**src/rtl/alu_writeback_pkg.sv**
```systemverilog
// Shared CPU definitions for the writeback slice: flag bit positions,
// common flag-update masks, default widths and the flag merge helper.
package alu_writeback_pkg;

    // Status register bit positions, {S,V,N,Z,C} = [4:0]
    localparam int FLAG_S = 4;
    localparam int FLAG_V = 3;
    localparam int FLAG_N = 2;
    localparam int FLAG_Z = 1;
    localparam int FLAG_C = 0;

    // Flag update mask shorthands
    localparam logic [4:0] FLAGS_ALL   = 5'b11111;
    localparam logic [4:0] FLAGS_LOGIC = 5'b11110;
    localparam logic [4:0] FLAGS_NONE  = 5'b00000;

    // Default data and register-address widths
    localparam int DW_DEF = 8;
    localparam int AW_DEF = 3;

    // Take each new flag where its mask bit is set, otherwise keep the old one
    function automatic logic [4:0] merge_flags(input logic [4:0] old_flags,
                                               input logic [4:0] new_flags,
                                               input logic [4:0] mask);
        return (new_flags & mask) | (old_flags & ~mask);
    endfunction

endpackage

```
**src/rtl/regfile_2r1w.sv**
```systemverilog
// General register file: one synchronous write port, two asynchronous
// read ports, every entry cleared by synchronous reset.
module regfile_2r1w #(
    parameter int DW = 8,
    parameter int AW = 3
) (
    input  logic          clk,
    input  logic          reset,
    input  logic          we,
    input  logic [AW-1:0] waddr,
    input  logic [DW-1:0] wdata,
    input  logic [AW-1:0] ra_addr,
    output logic [DW-1:0] ra_data,
    input  logic [AW-1:0] rb_addr,
    output logic [DW-1:0] rb_data
);

    logic [DW-1:0] mem [2**AW];

    // Clear all entries on reset, otherwise write one entry when enabled
    always_ff @(posedge clk) begin
        if (reset) begin
            for (int i = 0; i < 2**AW; i++) begin
                mem[i] <= '0;
            end
        end else if (we) begin
            mem[waddr] <= wdata;
        end
    end

    assign ra_data = mem[ra_addr];
    assign rb_data = mem[rb_addr];

endmodule

```
**src/rtl/alu_writeback.sv**
```systemverilog
// Writeback stage behind the ALU: commits results into the register file,
// merges flags into the status register under a per-flag mask, counts
// commits and serves two operand read ports with same-cycle bypass.
module alu_writeback
    import alu_writeback_pkg::*;
#(
    parameter int DW = DW_DEF,
    parameter int AW = AW_DEF,
    parameter int CW = 16
) (
    input  logic          clk,
    input  logic          reset,
    input  logic          in_valid,
    output logic          in_ready,
    input  logic [DW-1:0] in_sum,
    input  logic          in_c,
    input  logic          in_s,
    input  logic          in_v,
    input  logic          in_n,
    input  logic          in_z,
    input  logic [AW-1:0] in_dest,
    input  logic          in_wr_en,
    input  logic [4:0]    in_flag_mask,
    input  logic          stall,
    input  logic [AW-1:0] ra_addr,
    output logic [DW-1:0] ra_data,
    input  logic [AW-1:0] rb_addr,
    output logic [DW-1:0] rb_data,
    output logic [4:0]    flags,
    output logic          wb_valid,
    output logic [AW-1:0] wb_dest,
    output logic [CW-1:0] commit_count
);

    logic          commit;
    logic          rf_we;
    logic [4:0]    new_flags;
    logic [DW-1:0] ra_arr;
    logic [DW-1:0] rb_arr;

    logic [4:0]    flags_p1;
    logic          wb_valid_p1;
    logic [AW-1:0] wb_dest_p1;
    logic [CW-1:0] count_p1;

    // Reset also blocks acceptance so a result offered during reset is dropped
    assign in_ready = ~stall & ~reset;
    assign commit   = in_valid & in_ready;
    assign rf_we    = commit & in_wr_en;

    // Pack the incoming flags into status-register order
    always_comb begin
        new_flags         = '0;
        new_flags[FLAG_S] = in_s;
        new_flags[FLAG_V] = in_v;
        new_flags[FLAG_N] = in_n;
        new_flags[FLAG_Z] = in_z;
        new_flags[FLAG_C] = in_c;
    end

    regfile_2r1w #(
        .DW(DW),
        .AW(AW)
    ) u_regfile (
        .clk     (clk),
        .reset   (reset),
        .we      (rf_we),
        .waddr   (in_dest),
        .wdata   (in_sum),
        .ra_addr (ra_addr),
        .ra_data (ra_arr),
        .rb_addr (rb_addr),
        .rb_data (rb_arr)
    );

    // A result being written this cycle is forwarded ahead of the array
    assign ra_data = (rf_we && (in_dest == ra_addr)) ? in_sum : ra_arr;
    assign rb_data = (rf_we && (in_dest == rb_addr)) ? in_sum : rb_arr;

    // Commit stage -> status register, writeback pulse and commit counter
    always_ff @(posedge clk) begin
        if (reset) begin
            flags_p1    <= '0;
            wb_valid_p1 <= 1'b0;
            wb_dest_p1  <= '0;
            count_p1    <= '0;
        end else begin
            wb_valid_p1 <= commit;
            if (commit) begin
                flags_p1   <= merge_flags(flags_p1, new_flags, in_flag_mask);
                wb_dest_p1 <= in_dest;
                count_p1   <= count_p1 + CW'(1);
            end
        end
    end

    assign flags        = flags_p1;
    assign wb_valid     = wb_valid_p1;
    assign wb_dest      = wb_dest_p1;
    assign commit_count = count_p1;

endmodule
```
**config.mk**
```make
export PLATFORM = sky130hd
export DESIGN_NAME = alu_writeback
export DESIGN_NICKNAME = d
export VERILOG_FILES = /design/src/rtl/alu_writeback_pkg.sv /design/src/rtl/regfile_2r1w.sv /design/src/rtl/alu_writeback.sv
export SDC_FILE = /design/constraint.sdc
export NUM_CORES = 1
export LEC_CHECK = 0
export CAP_MARGIN = 15
export CORE_ASPECT_RATIO = 1.5
export CORE_MARGIN = 2
export CORE_UTILIZATION = 54
export DETAILED_ROUTE_END_ITERATION = 12
export GPL_TIMING_DRIVEN = 0
export PLACE_DENSITY = 0.81
export REMOVE_ABC_BUFFERS = 1
export SLEW_MARGIN = 0
export SYNTH_ARGS = -nofsm -noshare
export SYNTH_HDL_FRONTEND = slang
export SYNTH_SLANG_ARGS = --single-unit
```
**constraint.sdc**
```tcl
create_clock -name clk -period 2.28 [get_ports clk]
set_clock_uncertainty 0.05 [all_clocks]
set_input_delay 0.342 -clock clk [delete_from_list [all_inputs] [get_ports clk]]
set_output_delay 0.342 -clock clk [all_outputs]
set_load 0.02 [all_outputs]
```
# [Word-level counts from Yosys, hierarchy flattened]
# Memories as Yosys holds them, arrays and structs flattened.
# Index checks and enable logic that the tools add are counted.
[word_totals] wordCells=30 memories=1 out_inout_bits=42 reg_bits=25 in_bits=32 ramBits=64
[memory_table] name="u_regfile.mem" words=8 width=8 rd=2 rd_clocked_by_memory_dff=0 write_ports=8 line_no="regfile_2r1w.sv:18" rtl="logic [DW-1:0] mem [2**AW];"
[op_classes] n_bitwise=9 n_reduce_logical=3 n_eq_ne=2 mux=10 add_sub_neg=1
[op_table] cell="$mux W8" count=3
[op_table] cell="$add A16 B1 Y16 const B" count=1
[op_table] cell="$and A5 B5 Y5" count=2
[op_table] cell="$reduce_or A8 Y1" count=1
[op_table] cell="$eq A3 B3 Y1" count=2
[op_table] cell="$mux W1" count=6
[op_table] cell="$not A5 Y5" count=1
[op_table] cell="$or A5 B5 Y5" count=1
[op_table] cell="$and A1 B1 Y1" count=3
[op_table] cell="$mux W3" count=1
[op_table] cell="$logic_and A1 B1 Y1" count=2
[op_table] cell="$not A1 Y1" count=2

# [Longest topological paths before layout]
[logic_depth] ltp_word=9 mapped_depth=6 depth_no_buf=5

# [Hierarchy]
# From an unflattened synthesis, not the netlist that was laid out.
[hier_totals] hier_cells=370 area_unflattened_um2=4882.2
[by_module_without_submodules] module="regfile_2r1w" cells_per_inst=222 n_inst=1 seq_area_each_um2=1921.8 area_per_inst_um2=3525.9
[by_module_without_submodules] module="alu_writeback" cells_per_inst=148 n_inst=1 seq_area_each_um2=500.5 area_per_inst_um2=1356.3

# [Worst setup path after synthesis]
# No wires, ideal clock.
[synth_path] kind="in2out" from="input port ra_addr[1]" to="output port ra_data[0]" setup_slack_ps=197 t_required_ps=1888 n_path_buf=2 cell_stages=5 arrival_ps=1691 cell_sequence="clkbuf_1 -> buf_2 -> mux4_2 -> mux2_2 -> mux2_2"
[synth_via] elab_chain_cells=3 elab_cells_between_ends=4 cone_classes="eq/ne: 1; mux: 1; reduce/logical: 1; memory: 1"
[synth_rtl] element="from (decl)" line_no="alu_writeback.sv:25" rtl="input logic [AW-1:0] ra_addr,"
[synth_rtl] element="branches (longest 2 deep; another with $mem_v2 Z8 W8)"
[synth_rtl] element="$mux W8 (*)" line_no="alu_writeback.sv:77" rtl="assign ra_data = (rf_we && (in_dest == ra_addr)) ? in_sum : ra_arr;"
[synth_rtl] element="to (decl)" line_no="alu_writeback.sv:26" rtl="output logic [DW-1:0] ra_data,"
# Mark *: on every way between the ends.

==> results <==
- Across the VDD grid, the largest voltage drop is 406 uV.
- Counting flops and latches in the post-synthesis netlist gives 89.
- The endpoint type of the worst setup path is an output pin.
- Walking the worst path, the cells encountered are mux4_2, mux2_4, mux2_4, buf_6.
- Max-cap violations in this run came to 0.
- The violation count after the first detailed-route iteration is 355.
- STA classifies the critical path startpoint as a register.
- The effective utilization at floorplan is 0.549.
- The proportion of synthesized chip area in sequential cells is 0.503.
- Subtracting the final worst setup slack from the clock period gives 2.35 ns.
- The number of antenna diodes in the final layout is 0.
- In this run the cell area of the synthesized design comes to 4820 um2.
- In this run, post-CTS hold repair placed 0 buffers.
- In this run the count of I/O pins placed on the die edge is 74.
- Derived from the worst setup path, the maximum achievable clock frequency is 425 MHz.
- The critical path is of the reg -> out type.
- The standard cell with the maximum stage delay on the critical path is sky130_fd_sc_hd__mux4_2.
- The wire length reported by the detailed router is 11600 um.
- The run finished, with violations left.
- The tree built by TritonCTS fans out to 89 sinks.
- The data required time at the worst endpoint is 1.89 ns.
- The remaining global-route overflow is 0.
- Dividing the final minimum period by the clock period gives 1.03.
- The tree is rooted in a sky130_fd_sc_hd__clkbuf_16.
- The vertical die dimension is 120 um.
- The maximum level of the CTS H-tree is 3.
- Power spread over the standard cell area amounts to 632 nW/um2.
- The count of distinct cell types in the synthesized netlist is 34.
- The antenna violation net count after detailed routing is 0.
- In this run the static leakage power is 2.17 nW.
- Tracing the worst setup path back leads to its startpoint at u_regfile.mem[3][4].
- The final-layout fill cell count is 618.
- The final routed wire length divided by cell count is 21.5 um.
- The floorplan has 42 rows.
- Of all nets on the critical path, the largest fanout is 2.
- The width of the die is 81.1 um.
- The CTS tree is built.
- The most common library cell in the layout ignoring fill and taps is sky130_fd_sc_hd__and2_1.
- The die covers 9710 um2.
- The kind of cell with the highest combined delay along the critical path is multiplexers.
- The clock-pin slew on the worst setup and hold paths is 0.06 ns.
- The post-placement cell area is 5550 um2.
- The finished cells cover 5940 um2.
- The class of the tightest hold or removal check is in -> reg.
- The number of global-route vias before repair is 3442.
- During placement, the flow inserted port buffers numbering 73.
- Setup total negative slack on the finished layout was measured at -0.531 ns.
- In the routed design, unresolved DRC markers number 0.
- The launch point of the worst reg-to-reg path is commit_count[2].
- The most frequently used flop master after synthesis is sky130_fd_sc_hd__edfxtp_1.
- The overall power is 3.76 mW.
- The first-pass GRT wire length is 18100 um.
- Across every metal layer, demand over resource in global routing totals 0.259.
- The setup violation total in the final timing report is 16.
- The detailed placer's ending HPWL is 7730 um.
- In this design, the stage delay of the slowest critical-path cell is 0.53 ns.
- The initial antenna violation count is 0.
- The number of synthesis warnings is 0.
- In this run the most critical hold path is launched from reset.
- The worst-case headroom to the max-slew limit is 0.386.
- The final count of pins violating max slew came to 0.
- The checks that failed: setup timing.
- The post-layout worst setup margin is -0.0736 ns.
- The mean area per synthesized cell is 13.5 um2.
- At the later pin of the worst-skew pair, clock insertion delay measures 0.34 ns.
- The arrival time of the worst setup path is 1.96 ns.
- Setup repair after global routing could not meet its margin everywhere.
- The net count of the finished layout is 458.
- In the routed layout, each cell is associated on average with a via count of 5.92.
- The number of CTS-inserted buffers is 9.
- The share of the core filled with cells is 0.677.
- Hold timing on the final database bottoms out at a slack of 0.342 ns.
- The number of enable-type register cells in the synthesized netlist is 64.
- The number of instances in the synthesized netlist is 356.
- The final hold violation count came to 0.
- Of all flip-flops after synthesis, the portion carrying an async set or reset was 0.
- In the final layout, the share of cells above drive strength 1 is 0.272.
- The core area is 8780 um2.
- The measured slew at the worst slew-check pin is 0.917 ns.
- Counting both buffers and inverters, the worst setup path holds a total of 1.
- The library cells used most frequently in the layout, excluding fill and tap cells, are sky130_fd_sc_hd__and2_1 (65), sky130_fd_sc_hd__edfxtp_1 (64), sky130_fd_sc_hd__clkdlybuf4s50_1 (45).
- The clock passes through at most 2 buffers.
- The maximum number of pins on one net before global-route repair is 37.
- The total number of vias is 3198.
- The most numerous cell type found on the critical path is sky130_fd_sc_hd__mux2_4.
- The pre-antenna-repair detailed-routing pass consisted of 4 iterations.
- Compared with the post-synthesis result, the final layout area differs by 23.3%.
- The weighted congestion at the end of routability-driven global placement is 0.826.
[synthesized netlist by cell type, drive strengths merged (8+ instances only)]
master,instances,area share
edfxtp,64,0.40
clkbuf,8,0.0062
nand3,10,0.010
nand4,8,0.012
nor2,16,0.012
mux2,32,0.076
dfxtp,25,0.10
xnor2,9,0.016
buf,10,0.022
mux4,32,0.16
nand2,18,0.014
o21ai,9,0.0093
and2,66,0.086
a21oi,12,0.012
or2,8,0.010
[timing repair]
action                     in CTS  in global routing
setup endpoints to repair     167                 40
cloned                          1                  0
pin swaps                       3                  1
hold endpoints to repair        0                  0
resized for setup             166                 23
setup buffers                   2                  0
[through the flow]
stage / setup slack [ns] / instances
after detailed placement: -2.30 / 521
after global placement: -2.32 / 521
after global routing: -0.114 / 540
after CTS: -0.0838 / 540
after floorplan: -0.00504 / 338
final: -0.0736 / 540
[per-layer routing]
layer	global-route usage	up-vias	wire length (um)
met4	0.132	0	499
met1	0.279	1545	3840
li1	-	1475	-
met2	0.446	151	6340
met3	0.0827	27	926
met5	0	-	0
[sequential cells by signal, summed over array words and instances (netlist names), named ones only]
| register | count |
|---|---|
| wb_dest | 3 |
| commit_count | 16 |
| u_regfile.mem | 64 |
| wb_valid | 1 |
[layout make-up]
cell class                      instances  area (um2)  area share
Sequential cell                        89        2420       0.408
Multi-Input combinational cell        249        2380       0.400
Timing Repair Buffer                   75         747       0.126
Clock buffer                           15         248      0.0417
Tap cell                              110         138      0.0232
Clock inverter                          1        5.00    0.000842
Inverter                                1        3.75    0.000632
[power breakdown]
part	internal [mW]	total [mW]	switching, mW
Clock	0.739	1.29	0.555
Sequential	1.80	1.84	0.0344
Combinational	0.341	0.628	0.287
[final timing paths]
kind / end / slack (ns) / depth (start not counted)
worst max register to register: commit_count[15] / 0.57 / 4
worst min-delay path: commit_count[7] / 0.34 / 2
worst max-delay path: ra_data[4] / -0.07 / 4
worst min register to register: register / 0.40 / 2
[kinds of logic (layout without fill, tap and decap cells)]
kind of cell	count (synthesis)	in the layout	share of synthesized area
AND/OR/NAND/NOR	146	147	0.175
flip-flops	89	89	0.503
multiplexers	65	65	0.242
AO/OA/AOI/OAI	22	22	0.0234
buffers and inverters	19	92	0.0288
XOR/XNOR	14	14	0.0254
adder cells (fa/ha/maj)	1	1	0.00260
(Power assumes the default switching activity.)
